**src/rtl/fifo_top.sv**
```systemverilog
// fifo_top: single-clock FIFO with registered read data and registered full/empty flags
// Ports: clk, rst_n (async, active-low); wr_en/din/full on the write side;
//        rd_en/dout/empty on the read side. dout is updated one edge after an accepted read.
module fifo_top #(
    parameter int FIFO_DEPTH = 8,
    parameter int FIFO_WIDTH = 16
) (
    input  logic                  clk,
    input  logic                  rst_n,
    input  logic                  wr_en,
    input  logic [FIFO_WIDTH-1:0] din,
    output logic                  full,
    input  logic                  rd_en,
    output logic [FIFO_WIDTH-1:0] dout,
    output logic                  empty
);
    localparam int AW = $clog2(FIFO_DEPTH);
    logic [FIFO_WIDTH-1:0] mem [FIFO_DEPTH];
    logic [AW:0] wr_ptr_q, wr_ptr_d, rd_ptr_q, rd_ptr_d;
    logic [AW-1:0] wr_add, rd_add;
    logic [FIFO_WIDTH-1:0] dout_q, dout_d;
    logic full_q, full_d, empty_q, empty_d;
    logic wr_acc, rd_acc;
    assign wr_add = wr_ptr_q[AW-1:0];
    assign rd_add = rd_ptr_q[AW-1:0];
    // The extra pointer MSB tells a full ring (same address, laps differ) from an empty one.
    always_comb begin
        wr_acc   = wr_en && !full_q;
        rd_acc   = rd_en && !empty_q;
        wr_ptr_d = wr_ptr_q + {{AW{1'b0}}, wr_acc};
        rd_ptr_d = rd_ptr_q + {{AW{1'b0}}, rd_acc};
        dout_d   = rd_acc ? mem[rd_add] : dout_q;
        empty_d  = wr_ptr_d == rd_ptr_d;
        full_d   = (wr_ptr_d[AW-1:0] == rd_ptr_d[AW-1:0]) && (wr_ptr_d[AW] != rd_ptr_d[AW]);
    end
    always_ff @(posedge clk or negedge rst_n) begin
        if (!rst_n) begin
            wr_ptr_q <= '0;
            rd_ptr_q <= '0;
            dout_q   <= '0;
            full_q   <= 1'b0;
            empty_q  <= 1'b1;
        end else begin
            wr_ptr_q <= wr_ptr_d;
            rd_ptr_q <= rd_ptr_d;
            dout_q   <= dout_d;
            full_q   <= full_d;
            empty_q  <= empty_d;
        end
    end
    always_ff @(posedge clk) begin
        if (wr_acc) mem[wr_add] <= din;
    end
    assign full  = full_q;
    assign empty = empty_q;
    assign dout  = dout_q;
endmodule

```
**config.mk**
```make
export PLATFORM = sky130hd
export DESIGN_NAME = fifo_top
export DESIGN_NICKNAME = d
export VERILOG_FILES = /design/src/rtl/fifo_top.sv
export SDC_FILE = /design/constraint.sdc
export NUM_CORES = 1
export LEC_CHECK = 0
export CAP_MARGIN = 20
export CORE_AREA = 5 5 130 95
export DETAILED_ROUTE_END_ITERATION = 12
export DIE_AREA = 0 0 135 100
export GPL_TIMING_DRIVEN = 0
export PLACE_DENSITY_LB_ADDON = 0.25
export SYNTH_ARGS = -nofsm -noshare
export SYNTH_HDL_FRONTEND = slang
export SYNTH_SLANG_ARGS = --single-unit
```
**constraint.sdc**
```tcl
create_clock -name clk -period 5.1 [get_ports clk]
set_input_delay 1.02 -clock clk [delete_from_list [all_inputs] [get_ports clk]]
set_output_delay 1.02 -clock clk [all_outputs]
set_load 0.005 [all_outputs]
```
==> results by group, run 1 <==
Setup path
  • Endpoint class of the critical path: flop
  • Req. time, crit path: around 5.5 ns
  • Type of origin of the critical path: input pin
  • Critical path start-end classification: input pin to flop
  • Critical Path AT: about 3.7 ns
  • Maximum fanout count along the critical path: 10

Route
  • Overall via count from detail_route: just over 3000
  • Number of antenna-violating nets in the routed design: 0
  • Number of DRC markers in iteration 0: 280
  • Vias per cell: about 5.6
  • Wire length reported by the detailed router: 12.2 mm
  • Number of detailed-route iterations in the first pass: 4
  • # DRC: 0
  • Routed wire per std cell: about 22 um

Logic synthesis
  • Main flop type after synthesis: sky130_fd_sc_hd__edfxtp_1
  • Count of state elements after synthesis: roughly 150
  • Cell with the most instances after synthesis: sky130_fd_sc_hd__edfxtp_1
  • Average instance area after synthesis: approximately 18 um^2
  • Sequential cell area fraction in the yosys report: between 70% and 80%
  • Top post-synthesis cells by count: sky130_fd_sc_hd__edfxtp_1 (128), sky130_fd_sc_hd__mux2_2 (32), sky130_fd_sc_hd__dfrtp_1 (25), sky130_fd_sc_hd__nor2_1 (22), sky130_fd_sc_hd__nand2_1 (20)
  • Post-Synthesis Cells: 322
  • Main area contributors after synthesis: sky130_fd_sc_hd__edfxtp_1 (65%), sky130_fd_sc_hd__dfrtp_1 (11%), sky130_fd_sc_hd__mux2_2 (6.1%)
  • Share of async-settable or async-resettable flops after synthesis: 16.9%
  • Synthesized Nets: ~350
  • Syn. warnings: 0
  • Number of unique standard cell types used by synthesis: 28
  • Post-synthesis instance area: 5910 um^2
  • Cell type with the largest total area after synthesis: sky130_fd_sc_hd__edfxtp_1
  • Share of the synthesized area in the top cell type: 65.0%
  • Number of enable-type register cells in the synthesized netlist: between 100 and 150

CTS
  • Clock tree from TritonCTS: done
  • Number of buffers on the longest clock path: 2
  • Hold buffers post-CTS: 0
  • PostCTS Resize Cnt: 0
  • Clock transition time at the flip-flop clock pins of the worst setup and hold paths: 0.06 ns
  • TritonCTS Sinks: 154
  • Number of buffers created by CTS: 17
  • Clock network latency to the later pin of the worst-skew pair: between 0.4 and 0.5 ns
  • Clock root buffer master: sky130_fd_sc_hd__clkbuf_16
  • Setup repair bufs after CTS: 0
  • Htree depth: 4

Floorplanning
  • Site row count: 32
  • Die height: 100 um
  • Number of primary I/O pins: 38
  • Die outline area: around 14000 um^2
  • Initial Utilization: between 50% and 60%
  • Horiz. Die Dim: 135 um
  • Core Area: between 10000 and 15000 um^2

Finish
  • Number of diodes added for antenna fixing: 0
  • Utilization after layout: 67.1%
  • Synthesis-to-finish area growth: 23.2%
  • Share of layout cells above drive strength 1: about a quarter
  • Final nets: between 400 and 500

Timing
  • Shortest clock period the worst path allows after layout: around 3.4 ns
  • Worst slew pin tran: ~0.96 ns
  • Worst relative slew slack: between 30% and 40%
  • Clock skew: approximately 0.011 ns
  • Final clock period utilization by the worst path: 66.1%
  • Hold violation total from the final report: 0
  • Maximum achievable frequency: 0.296 GHz
  • Unrepaired setup endpoints after global routing: false
  • Max-slew violation total from the final report: 0
  • Final sum of negative setup slack: 0 ns
  • Least setup slack across all paths after layout: between 1.5 and 2 ns
  • Setup violation total in the final timing report: 0

Outcome
  • Result of the run: completed

GRT
  • Largest net degree at the start of global routing: 18
  • Number of global-route vias before repair: between 3000 and 4000
  • Number of antenna violations at the first check in global routing: 0
  • Overall overflow remaining after global route: 0
  • First-pass GRT wire length: 19.2 mm
  • Total Routing Usage GR: between 10% and 20%

Placed design
  • Number of port buffers: 37
  • Gpl congestion: 0.736
  • HPWL after DPL: between 7 and 8 mm
  • Pre-CTS setup slack: approximately 1.3 ns

Power
  • Peak supply drop: 0.342 mV
  • Cell area power density: a little under 600 nW/um^2
  • Leak: around 2.5 nW

Run
  • Number of max-capacitance violations reported: 0

Hold path
  • Worst min-delay path category: flop to flop
## cell type report
class,count,area (um^2)
plain buffers,16,90.1
clock buffers,20,437
clock inverters,12,198
fillers,728,3570
inverters,3,11.3
multi-input cells,149,1340
flip-flops and latches,154,4500
well taps,153,191
repair buffers,47,523
## sequential cells by signal, summed over array words and instances, names as in the netlist
register and count:
dout 16, empty 1, wr_ptr_q 4, full 1
rd_ptr_q 4, mem 128
## placed cells by master, fill, tap and decap left out, types with 6 or more instances in the layout
| master | n |
|---|---|
| sky130_fd_sc_hd__nor2_1 | 16 |
| sky130_fd_sc_hd__clkbuf_16 | 17 |
| sky130_fd_sc_hd__nor2_2 | 6 |
| sky130_fd_sc_hd__mux2_2 | 32 |
| sky130_fd_sc_hd__nand2_1 | 20 |
| sky130_fd_sc_hd__clkdlybuf4s50_1 | 37 |
| sky130_fd_sc_hd__o22ai_1 | 16 |
| sky130_fd_sc_hd__mux4_2 | 16 |
| sky130_fd_sc_hd__clkbuf_1 | 10 |
| sky130_fd_sc_hd__o31ai_1 | 16 |
| sky130_fd_sc_hd__edfxtp_1 | 128 |
| sky130_fd_sc_hd__buf_4 | 6 |
| sky130_fd_sc_hd__dfrtp_1 | 25 |
## path summary, 6_finish.rpt
path	slack, ns	endpoint	from	depth (start not counted)
max in group asynchronous	3.43	dout[0]	rst_n	2
min in group asynchronous	1.10	rd_ptr_q[1]	rst_n	1
hold / removal	0.48	dout[10]	dout[10]	2
hold reg to reg	0.48	dout[10]	dout[10]	2
setup / recovery	1.73	empty	rd_en	11
setup reg to reg	2.17	empty	empty	10
## worst max-delay path: stages
cell and delay [ns]:
sky130_fd_sc_hd__clkdlybuf4s50_1 0.39, sky130_fd_sc_hd__nand2b_1 0.07, sky130_fd_sc_hd__clkbuf_1 0.24, sky130_fd_sc_hd__clkbuf_1 0.54
sky130_fd_sc_hd__inv_1 0.11, sky130_fd_sc_hd__ha_1 0.24, sky130_fd_sc_hd__ha_1 0.20, sky130_fd_sc_hd__xor2_1 0.16
sky130_fd_sc_hd__xor2_1 0.14, sky130_fd_sc_hd__or3_1 0.37, sky130_fd_sc_hd__and3b_1 0.25
## metrics by stage
stage,hold WS [ns],instances,instance area [um^2],power [mW]
after floorplan,0.469,322,5910,2.44
after global placement,0.468,512,6470,2.84
after detailed placement,0.472,522,6650,2.93
after CTS,0.485,554,7280,4.27
after global routing,0.508,554,7280,4.44
final,0.483,554,7280,4.25
## where the power goes
part	switching (mW)	leakage, nW	internal [mW]	total [mW]
Sequential	0.0993	1.47	1.60	1.70
Combinational	0.610	0.763	0.587	1.20
Clock	0.479	0.306	0.866	1.34
Total	1.19	2.54	3.06	4.25
## metal layers
layer  track usage [%]  part of all wire [%]  vias to the layer above
met3              5.41                   6.0                       18
li1                  -                     -                     1401
met4              7.51                   1.6                        0
met2              29.9                    47                       91
met1              27.7                    46                     1598
met5                 0                     0                        -
## cells by family after synthesis
family / synth area share [%]
DFF: 76.1
and+or+nand+nor: 4.25
muxes: 12.2
AOI/OAI and AO/OA: 4.02
buffers and inverters: 1.71
xor gates and xnor gates: 1.12
adders and majority gates: 0.635
No activity file was read; power rests on OpenSTA's default activity.
==> run 2, diff against run 1 <==
clock period = 3.2 ns   (was 5.1 ns; I/O delays follow)
==> results of run 2 <==
Same layout as run 1 (identical final DEF). Status: completed.
Main changes from that run: setup slack after placement 1.30 ns -> -0.217 ns; setup slack after layout 1.73 ns -> 0.207 ns; register-to-register setup slack 2.17 ns -> 0.27 ns; total power 4.25 mW -> 6.77 mW; worst IR drop on VDD 0.342 mV -> 0.545 mV
==> run 3, diff against run 2 <==
CTS_CLUSTER_SIZE = 12   (was unset)
SETUP_SLACK_MARGIN = 0.3   (was unset)
==> run 3 against run 2 <==
Net effect: clock power about the same; final area hardly changed; global-route usage is the same; largest power group unchanged; flip-flop and latch count did not move; clock skew grew 0.0041 ns; hold slack about the same; sequential share of layout area about the same; largest cell class unchanged; first-iteration DRC count is the same; non-clock buffer count is the same; critical endpoint unchanged; via count shrank 0.26%.
==> results by group, run 3 (same netlist as run 1, synthesis figures left out) <==
Floorplanning
  • Die height: 100 um
  • Number of primary I/O pins: 38
  • Die outline area: approximately 14000 um^2
  • Initial Utilization: 54.5%
  • Horiz. Die Dim: about 140 um
  • Core Area: around 11000 um^2
  • Site row count: 32

Finish
  • Share of layout cells above drive strength 1: a little over a quarter
  • Register with the most flip-flops: mem
  • Post-layout instance area: approximately 7300 um^2
  • Max FFs per register: about 130
  • Final nets: 411
  • Most frequent cells in the layout: sky130_fd_sc_hd__edfxtp_1 (128), sky130_fd_sc_hd__clkdlybuf4s50_1 (37), sky130_fd_sc_hd__mux2_2 (32)
  • Non-filler cells in the finished layout: between 500 and 600
  • Number of diodes added for antenna fixing: 0
  • Synthesis-to-finish area growth: 23.3%
  • Utilization after layout: between 60% and 70%
  • Commonest non-fill, non-tap cell in the layout: sky130_fd_sc_hd__edfxtp_1

Hold path
  • Beginning of the worst hold path: dout[10]
  • Worst min-delay path category: flop to flop
  • Worst hold path depth: 2
  • End point of the most critical hold path: dout[10]

Power
  • Final Power: about 6.8 mW
  • Peak supply drop: between 0.5 and 0.6 mV
  • Leak: between 2 and 3 nW
  • Cell area power density: approximately 930 nW/um^2

Timing
  • Max-slew violation total from the final report: 0
  • Shortest clock period the worst path allows after layout: 2.77 ns
  • Worst relative slew slack: 36.0%
  • Final clock period utilization by the worst path: a little under 90%
  • Hold_ws: 0.483 ns
  • Maximum achievable frequency: 0.362 GHz
  • Hold violation total from the final report: 0
  • Unrepaired setup endpoints after global routing: false
  • Least setup slack across all paths after layout: ~0.43 ns
  • Clock skew: approximately 0.015 ns
  • Final sum of negative setup slack: 0 ns
  • Setup violation total in the final timing report: 0
  • Worst slew pin tran: about 0.95 ns

Setup path
  • Req. time, crit path: 3.56 ns
  • Endpoint class of the critical path: flop
  • Type of origin of the critical path: input pin
  • Critical Path AT: between 3 and 4 ns
  • Critical path start-end classification: input pin to flop
  • Maximum fanout count along the critical path: 10
  • Cells on worst reg2reg path: 10
  • Reg2reg setup slack: approximately 0.5 ns
  • Start of the worst register-to-register path: empty
  • End of the worst register-to-register path: empty

Route
  • Vias per cell: ~5.6
  • # DRC: 0
  • Routed wire per std cell: about 22 um
  • Number of DRC markers in iteration 0: 280
  • Overall via count from detail_route: 3100
  • Number of detailed-route iterations in the first pass: 4
  • Wire length reported by the detailed router: about 12 mm
  • Number of antenna-violating nets in the routed design: 0

CTS
  • Clock tree from TritonCTS: done
  • Clock root buffer master: sky130_fd_sc_hd__clkbuf_16
  • Clock transition time at the flip-flop clock pins of the worst setup and hold paths: about 0.06 ns
  • Number of buffers created by CTS: 17
  • TritonCTS Sinks: between 150 and 200
  • Hold buffers post-CTS: 0
  • Clock network latency to the later pin of the worst-skew pair: approximately 0.42 ns
  • Htree depth: 4
  • Setup repair bufs after CTS: 0
  • Number of buffers on the longest clock path: 2

GRT
  • Overall overflow remaining after global route: 0
  • Total Routing Usage GR: between 10% and 20%
  • Number of global-route vias before repair: about 3300
  • First-pass GRT wire length: ~19 mm
  • Largest net degree at the start of global routing: 18
  • Number of antenna violations at the first check in global routing: 0

Placed design
  • Pre-CTS setup slack: -0.217 ns
  • Gpl congestion: roughly 0.74
  • Placed cell count: 522
  • Number of port buffers: 37
  • Placed cell areas: 6650 um^2
  • HPWL after DPL: ~7.9 mm

Run
  • Number of max-capacitance violations reported: 0

Outcome
  • Result of the run: completed
-- run 3: final cells by class --
| class | instances | area, um^2 |
|---|---|---|
| plain buffers | 16 | 91.3 |
| flip-flops and latches | 154 | 4500 |
| clock inverters | 12 | 198 |
| well taps | 153 | 191 |
| repair buffers | 47 | 523 |
| inverters | 3 | 11.3 |
| multi-input cells | 149 | 1340 |
| fillers | 727 | 3560 |
| clock buffers | 20 | 437 |
-- run 3: where the power goes --
part           internal (mW)  switching (mW)
clock network           1.38           0.762
logic                  0.936           0.973
registers               2.56           0.159
-- run 3: metal layers --
metal	up-vias	part of all wire, %	global-route usage [%]
met4	0	1.4	7.51
met1	1594	45	27.7
met3	15	6.6	5.41
met5	-	0	0
li1	1401	-	-
met2	90	47	29.9
-- run 3: critical path, stage by stage --
cell	delay (ns)
sky130_fd_sc_hd__clkdlybuf4s50_1	0.39
sky130_fd_sc_hd__nand2b_1	0.07
sky130_fd_sc_hd__clkbuf_1	0.24
sky130_fd_sc_hd__clkbuf_2	0.35
sky130_fd_sc_hd__inv_1	0.09
sky130_fd_sc_hd__ha_1	0.22
sky130_fd_sc_hd__ha_1	0.20
sky130_fd_sc_hd__xor2_1	0.16
sky130_fd_sc_hd__xor2_1	0.14
sky130_fd_sc_hd__or3_1	0.37
sky130_fd_sc_hd__and3b_1	0.25
-- run 3: worst max-delay path by stage --
| stage | start | end | slack, ns | depth (start not counted) |
|---|---|---|---|---|
| 2_1_floorplan | wr_en | mem[0][0] | 0.62 | 3 |
| 3_3_place_gp | wr_en | mem[0][8] | -0.94 | 4 |
| 3_5_place_dp | rd_en | empty | -0.22 | 11 |
| 4_1_cts | rd_en | empty | 0.43 | 11 |
| 5_1_grt | rd_en | empty | 0.34 | 11 |
| 6_report | rd_en | empty | 0.43 | 11 |
-- run 3: timing repair --
action | 4_1_cts | 5_1_grt
endpoints found under the setup margin | 2 | 0
endpoints found under the hold margin | 0 | 0
gates resized for setup | 1 | 0
